### src/rtl/ram_hs_arbiter.sv
// ---------------------------------------------------------------------------
// ram_hs_arbiter: RR + burst-locked read/write arbitration onto one handshake RAM
// Rev 1.0
// ---------------------------------------------------------------------------
`default_nettype none

module ram_hs_rr_lock #(
  parameter int N         = 2,
  parameter int MAX_BURST = 4,
  parameter int IDX_W     = 1
) (
  input  logic             clk,
  input  logic             rst,
  input  logic [N-1:0]     req_i,
  input  logic             accept_i,
  output logic             gnt_vld_o,
  output logic [IDX_W-1:0] gnt_idx_o
);
  localparam int CNT_W = $clog2(MAX_BURST + 1);

  logic             lock_q, lock_d;
  logic [IDX_W-1:0] owner_q, owner_d;
  logic [IDX_W-1:0] ptr_q, ptr_d;
  logic [CNT_W-1:0] cnt_q, cnt_d;
  logic [2*N-1:0]   w_req_dbl;
  logic [N-1:0]     w_req_rot;
  logic [IDX_W:0]   w_sum;
  logic             w_owner_req;

  function automatic logic [IDX_W-1:0] wrap_inc(input logic [IDX_W-1:0] v);
    return (v == IDX_W'(N - 1)) ? '0 : v + IDX_W'(1);
  endfunction

  assign w_owner_req = req_i[owner_q];
  assign w_req_dbl   = {req_i, req_i};
  assign w_req_rot   = w_req_dbl[ptr_q +: N];

  always_comb begin
    w_sum     = '0;
    gnt_vld_o = 1'b0;
    gnt_idx_o = '0;
    if (lock_q && w_owner_req) begin
      gnt_vld_o = 1'b1;
      gnt_idx_o = owner_q;
    end else begin
      // Descending scan so the requester closest to ptr_q is the last (winning) hit.
      for (int k = N - 1; k >= 0; k--) begin
        if (w_req_rot[k]) begin
          gnt_vld_o = 1'b1;
          w_sum     = {1'b0, ptr_q} + (IDX_W+1)'(k);
        end
      end
      if (w_sum >= (IDX_W+1)'(N)) w_sum = w_sum - (IDX_W+1)'(N);
      gnt_idx_o = w_sum[IDX_W-1:0];
    end
  end

  always_comb begin
    lock_d  = lock_q;
    owner_d = owner_q;
    cnt_d   = cnt_q;
    ptr_d   = ptr_q;
    if (accept_i) begin
      if (lock_q && (gnt_idx_o == owner_q)) begin
        cnt_d = cnt_q + CNT_W'(1);
      end else begin
        lock_d  = 1'b1;
        owner_d = gnt_idx_o;
        cnt_d   = CNT_W'(1);
      end
      if (cnt_d == CNT_W'(MAX_BURST)) begin
        lock_d = 1'b0;
        cnt_d  = '0;
        ptr_d  = wrap_inc(owner_d);
      end
    end else if (lock_q && !w_owner_req) begin
      lock_d = 1'b0;
      cnt_d  = '0;
      ptr_d  = wrap_inc(owner_q);
    end
  end

  always_ff @(posedge clk) begin
    if (rst) begin
      lock_q  <= 1'b0;
      owner_q <= '0;
      ptr_q   <= '0;
      cnt_q   <= '0;
    end else begin
      lock_q  <= lock_d;
      owner_q <= owner_d;
      ptr_q   <= ptr_d;
      cnt_q   <= cnt_d;
    end
  end
endmodule

module ram_hs_arbiter #(
  parameter int NUM_RD    = 4,
  parameter int NUM_WR    = 2,
  parameter int ADDR_W    = 6,
  parameter int DATA_W    = 128,
  parameter int MAX_BURST = 4,
  parameter int ID_W      = (NUM_RD > 1) ? $clog2(NUM_RD) : 1
) (
  input  logic                     clk,
  input  logic                     rst,
  input  logic [NUM_RD-1:0]        rd_arvalid_i,
  output logic [NUM_RD-1:0]        rd_arready_o,
  input  logic [NUM_RD*ADDR_W-1:0] rd_araddr_i,
  output logic [NUM_RD-1:0]        rd_rvalid_o,
  input  logic [NUM_RD-1:0]        rd_rready_i,
  output logic [DATA_W-1:0]        rd_rdata_o,
  input  logic [NUM_WR-1:0]        wr_wvalid_i,
  output logic [NUM_WR-1:0]        wr_wready_o,
  input  logic [NUM_WR*ADDR_W-1:0] wr_waddr_i,
  input  logic [NUM_WR*DATA_W-1:0] wr_wdata_i,
  output logic                     m_arvalid_o,
  input  logic                     m_arready_i,
  output logic [ADDR_W-1:0]        m_araddr_o,
  input  logic                     m_rvalid_i,
  output logic                     m_rready_o,
  input  logic [DATA_W-1:0]        m_rdata_i,
  output logic                     m_wvalid_o,
  input  logic                     m_wready_i,
  output logic [ADDR_W-1:0]        m_waddr_o,
  output logic [DATA_W-1:0]        m_wdata_o
);
  localparam int WID_W = (NUM_WR > 1) ? $clog2(NUM_WR) : 1;

  logic [ADDR_W-1:0] w_araddr_arr [NUM_RD];
  logic [ADDR_W-1:0] w_waddr_arr  [NUM_WR];
  logic [DATA_W-1:0] w_wdata_arr  [NUM_WR];

  genvar g;
  generate
    for (g = 0; g < NUM_RD; g++) begin : g_rd_unpack
      assign w_araddr_arr[g] = rd_araddr_i[g*ADDR_W +: ADDR_W];
    end
    for (g = 0; g < NUM_WR; g++) begin : g_wr_unpack
      assign w_waddr_arr[g] = wr_waddr_i[g*ADDR_W +: ADDR_W];
      assign w_wdata_arr[g] = wr_wdata_i[g*DATA_W +: DATA_W];
    end
  endgenerate

  logic             w_wr_vld, w_rd_vld;
  logic [WID_W-1:0] w_wr_idx;
  logic [ID_W-1:0]  w_rd_idx;
  logic             w_wbeat, w_rbeat, w_hazard, w_arvalid;
  logic             w_push, w_pop, w_empty, w_full;
  logic [ID_W-1:0]  w_head;

  logic [ID_W-1:0]  idq_q [2];
  logic             idq_wr_q, idq_rd_q;
  logic [1:0]       idq_cnt_q;

  ram_hs_rr_lock #(.N(NUM_WR), .MAX_BURST(MAX_BURST), .IDX_W(WID_W)) u_wr_arb (
    .clk       (clk),
    .rst       (rst),
    .req_i     (wr_wvalid_i),
    .accept_i  (w_wbeat),
    .gnt_vld_o (w_wr_vld),
    .gnt_idx_o (w_wr_idx)
  );

  ram_hs_rr_lock #(.N(NUM_RD), .MAX_BURST(MAX_BURST), .IDX_W(ID_W)) u_rd_arb (
    .clk       (clk),
    .rst       (rst),
    .req_i     (rd_arvalid_i),
    .accept_i  (w_rbeat),
    .gnt_vld_o (w_rd_vld),
    .gnt_idx_o (w_rd_idx)
  );

  assign w_wbeat    = m_wvalid_o & m_wready_i;
  // A read colliding with a write landing this cycle waits so it observes the new word.
  assign w_hazard   = w_wbeat & (w_waddr_arr[w_wr_idx] == w_araddr_arr[w_rd_idx]);
  assign w_empty    = (idq_cnt_q == 2'd0);
  assign w_full     = (idq_cnt_q == 2'd2);
  assign w_arvalid  = w_rd_vld & ~w_full & ~w_hazard;
  assign w_rbeat    = m_arvalid_o & m_arready_i;
  assign w_head     = idq_q[idq_rd_q];
  assign w_push     = w_rbeat;
  assign w_pop      = m_rvalid_i & m_rready_o;

  assign m_wvalid_o   = ~rst & w_wr_vld;
  assign m_waddr_o    = rst ? '0 : w_waddr_arr[w_wr_idx];
  assign m_wdata_o    = rst ? '0 : w_wdata_arr[w_wr_idx];
  assign wr_wready_o  = (m_wvalid_o & m_wready_i) ? (NUM_WR'(1) << w_wr_idx) : '0;

  assign m_arvalid_o  = ~rst & w_arvalid;
  assign m_araddr_o   = rst ? '0 : w_araddr_arr[w_rd_idx];
  assign rd_arready_o = w_rbeat ? (NUM_RD'(1) << w_rd_idx) : '0;

  assign rd_rvalid_o  = (~rst & m_rvalid_i & ~w_empty) ? (NUM_RD'(1) << w_head) : '0;
  assign m_rready_o   = ~rst & ~w_empty & rd_rready_i[w_head];
  assign rd_rdata_o   = rst ? '0 : m_rdata_i;

  always_ff @(posedge clk) begin
    if (rst) begin
      idq_q[0]  <= '0;
      idq_q[1]  <= '0;
      idq_wr_q  <= 1'b0;
      idq_rd_q  <= 1'b0;
      idq_cnt_q <= 2'd0;
    end else begin
      if (w_push) begin
        idq_q[idq_wr_q] <= w_rd_idx;
        idq_wr_q        <= ~idq_wr_q;
      end
      if (w_pop) idq_rd_q <= ~idq_rd_q;
      case ({w_push, w_pop})
        2'b10:   idq_cnt_q <= idq_cnt_q + 2'd1;
        2'b01:   idq_cnt_q <= idq_cnt_q - 2'd1;
        default: idq_cnt_q <= idq_cnt_q;
      endcase
    end
  end
endmodule

`default_nettype wire

### config.mk
export PLATFORM = sky130hd
export DESIGN_NAME = ram_hs_arbiter
export DESIGN_NICKNAME = d
export VERILOG_FILES = /design/src/rtl/ram_hs_arbiter.sv
export SDC_FILE = /design/constraint.sdc
export NUM_CORES = 1
export LEC_CHECK = 0
export CORE_AREA = 2 2 280 282
export CTS_CLUSTER_SIZE = 14
export DETAILED_ROUTE_END_ITERATION = 12
export DIE_AREA = 0 0 282 284
export PLACE_DENSITY = 0.33
export SLEW_MARGIN = 20
export SYNTH_ARGS = -nofsm -noshare
export SYNTH_HDL_FRONTEND = slang
export SYNTH_SLANG_ARGS = --single-unit
### constraint.sdc
create_clock -name clk -period 7.86 [get_ports clk]
set_input_delay 1.572 -clock clk [delete_from_list [all_inputs] [get_ports clk]]
set_output_delay 1.572 -clock clk [all_outputs]
set_load 0.005 [all_outputs]
==> impl_metrics.env <==
export IMPL_status="complete, no violations"
export IMPL_synth_seq_cells=23
export IMPL_firstDrtPassIters=7
export IMPL_path_class="in2out"
export IMPL_pin_count=716
export IMPL_crit_arrival_ns=5.90
export IMPL_die_w_um=282
export IMPL_setup_viol=0
export IMPL_slowest_delay_ns=0.92
export IMPL_core_um2=77000
export IMPL_report_final_slew_viol_count=0
export IMPL_power_density_nw_per_um2=72.4
export IMPL_wl_per_cell_um=17.8
export IMPL_cts_sinks=23
export IMPL_syn_avg_cell_area_um2=5.76
export IMPL_finalCritPeriodShare=0.950
export IMPL_async_flop_share=0
export IMPL_maxCapViolations=0
export IMPL_area_delta_synth_final_pct=167
export IMPL_grtUsageTotal=0.105
export IMPL_ctsResizeCount=0
export IMPL_synthFlopType="dfxtp_1"
export IMPL_setup_worst_path_end_class="primary output"
export IMPL_port_buffers=715
export IMPL_clockBufferDepth=2
export IMPL_fill_cells=8825
export IMPL_cts_tree="yes"
export IMPL_place_gp_congestion=0.885
export IMPL_drt_iter0_drc=439
export IMPL_p_leak_nw=4.64
export IMPL_crit_chain="clkdlybuf4s50_1, mux2i_2, o22ai_2, o31ai_4, a211oi_1, o21ai_0, a2111oi_4, a31oi_2, nand2_1, nor2_1, clkdlybuf4s50_1"
export IMPL_nets=1957
export IMPL_yosysWarnings=0
export IMPL_drc=0
export IMPL_drtAntennaViolNets=0
export IMPL_cts_max_level=1
export IMPL_route_vias_total=8594
export IMPL_viasPerCell=3.36
export IMPL_multi_input_area_um2=4130
export IMPL_syn_area_um2=4980
export IMPL_grt_pass1_vias=8420
export IMPL_crit_top_cell="clkdlybuf4s50_1"
export IMPL_clk_latency_ns=0.27
export IMPL_cts_made_buffers=3
export IMPL_post_cts_buffers=0
export IMPL_die_h_um=284
export IMPL_power_total_uw=964
export IMPL_grt_ovfl_total=0
export IMPL_drive_gt1_frac=0.0237
export IMPL_dieArea_um2=80100
export IMPL_clk_pin_slew_ns=0.07
export IMPL_postLayoutCoreUtil=0.173
export IMPL_grt_pass1_wl_um=61600
export IMPL_ys_seq_area_frac=0.101
export IMPL_routed_wirelength_um=45400
export IMPL_slew_headroom=0.259
export IMPL_max_freq_mhz=134
export IMPL_start_util=0.0647
export IMPL_antenna_found_initial=15
export IMPL_seqCellArea_um2=500
export IMPL_skew_ns=0.00747
export IMPL_ys_types=69
export IMPL_min_path_type="reg2reg"
export IMPL_grt_max_degree=129
export IMPL_post_route_min_period_ns=7.47
export IMPL_startpoint_type="input port"
export IMPL_required_ns=6.29
export IMPL_ctsHoldBuffers=0
export IMPL_hold_violations=0
export IMPL_hpwl_um=38000
export IMPL_grt_setup_unrepaired="false"
export IMPL_syn_nets=1303
export IMPL_cp_slowest_cell="o31ai_4"
export IMPL_synthCells=864
export IMPL_worstMarginPinSlew_ns=1.11
export IMPL_tns_ns=0
export IMPL_critPathMaxFanout=20
export IMPL_irDropWorstVdd_mv=0.0438
export IMPL_cts_root_buf="clkbuf_16"
export IMPL_synth_enable_flop_cells=4
export IMPL_core_rowCount=102
==> power by group <==
part           total, mW  switching [mW]  internal [mW]
combinational      0.706           0.284          0.422
clock              0.125          0.0554         0.0695
sequential         0.133         0.00703          0.126
==> state kept, by name, indices dropped and copies added, names as in the netlist, 2 cells and up, named ones only <==
signal / flops
u_rd_arb.cnt_q: 3
u_rd_arb.owner_q: 2
idq_cnt_q: 2
u_rd_arb.ptr_q: 2
idq_q: 4
u_wr_arb.cnt_q: 3
==> kinds of logic after synthesis <==
kind of cell,count (synthesis),share of synthesized area
XOR/XNOR,8,0.0141
flip-flops,23,0.101
adder cells (fa/ha/maj),4,0.0101
multiplexers,26,0.0598
AO/OA/AOI/OAI,219,0.278
AND/OR/NAND/NOR,498,0.465
buffers and inverters,86,0.0731
==> area by class of cell <==
class / count / area share
flip-flops and latches: 23 / 0.0376
clock buffers: 3 / 0.00564
repair buffers: 723 / 0.544
inverters: 12 / 0.00338
multi-input cells: 755 / 0.310
well taps: 1040 / 0.0978
diodes: 1 / 0.000188
clock inverters: 1 / 0.000564
==> cells in the final DEF (no fill, tap or decap), drive strengths merged, types with 12 or more instances in the layout <==
cell,synthesis,final
nor3,13,13
o21ai,13,13
dfxtp,19,19
a21oi,145,145
nor2b,131,131
nor2,43,43
clkdlybuf4s50,0,714
nand2,277,277
inv,12,12
mux2i,17,17
==> worst max-delay path: cells and delay by family <==
family / cells / cell delay (ns)
compound gates: 6 / 2.47
mux: 1 / 0.32
simple gates: 2 / 0.43
buf+inv: 2 / 1.09
==> per-layer routing <==
metal / global-route usage / routed length [µm] / up-vias
met5: 0 / 138 / -
met4: 0.0101 / 264 / 26
met1: 0.127 / 19000 / 3904
li1: - / - / 4204
met3: 0.0356 / 4580 / 40
met2: 0.182 / 21500 / 420
==> stage by stage <==
step                      instances  area (µm²)  hold slack (ns)  setup slack, ns
after floorplan                 864        4980            0.453             2.38
after global placement         2553       13200            0.473            0.450
after detailed placement       2553       13200            0.479            0.395
after CTS                      2557       13300            0.493            0.372
after global routing           2558       13300            0.520           0.0505
final                          2558       13300            0.495            0.392
==> cells in the mapped netlist (4+ instances only) <==
cell type    n  area, µm²
mux2i_1     16        160
ha_1         4       50.1
a22oi_1      6       45.0
clkbuf_1    64        240
xnor2_1      5       43.8
or3_1        4       25.0
edfxtp_1     4        120
nand2b_1     8       50.1
a21oi_1    145        726
buf_6        5       56.3
nand2_1    277       1040
nor2_1      43        161
nand3_1      4       20.0
a211oi_1     7       52.6
dfxtp_1     19        380
nor2b_1    131        820
o21ai_0     13       65.1
inv_1       11       41.3
nor3_1      13       65.1
==> path summary, 6_finish.rpt <==
| check | startpoint | to | slack, ns | cells after the start |
|---|---|---|---|---|
| setup reg to reg | u_rd_arb.owner_q[1]$_SDFFE_PP0P_ | idq_cnt_q[1]$_SDFFE_PP0P_ | 3.27 | 11 |
| hold reg to reg | u_rd_arb.cnt_q[1]$_SDFFE_PP0P_ | u_rd_arb.cnt_q[1]$_SDFFE_PP0P_ | 0.49 | 2 |
| setup / recovery | rd_arvalid_i[3] | rd_arready_o[2] | 0.39 | 11 |
| hold / removal | u_rd_arb.cnt_q[1]$_SDFFE_PP0P_ | u_rd_arb.cnt_q[1]$_SDFFE_PP0P_ | 0.49 | 2 |
Power figures use the tool's default switching activity.
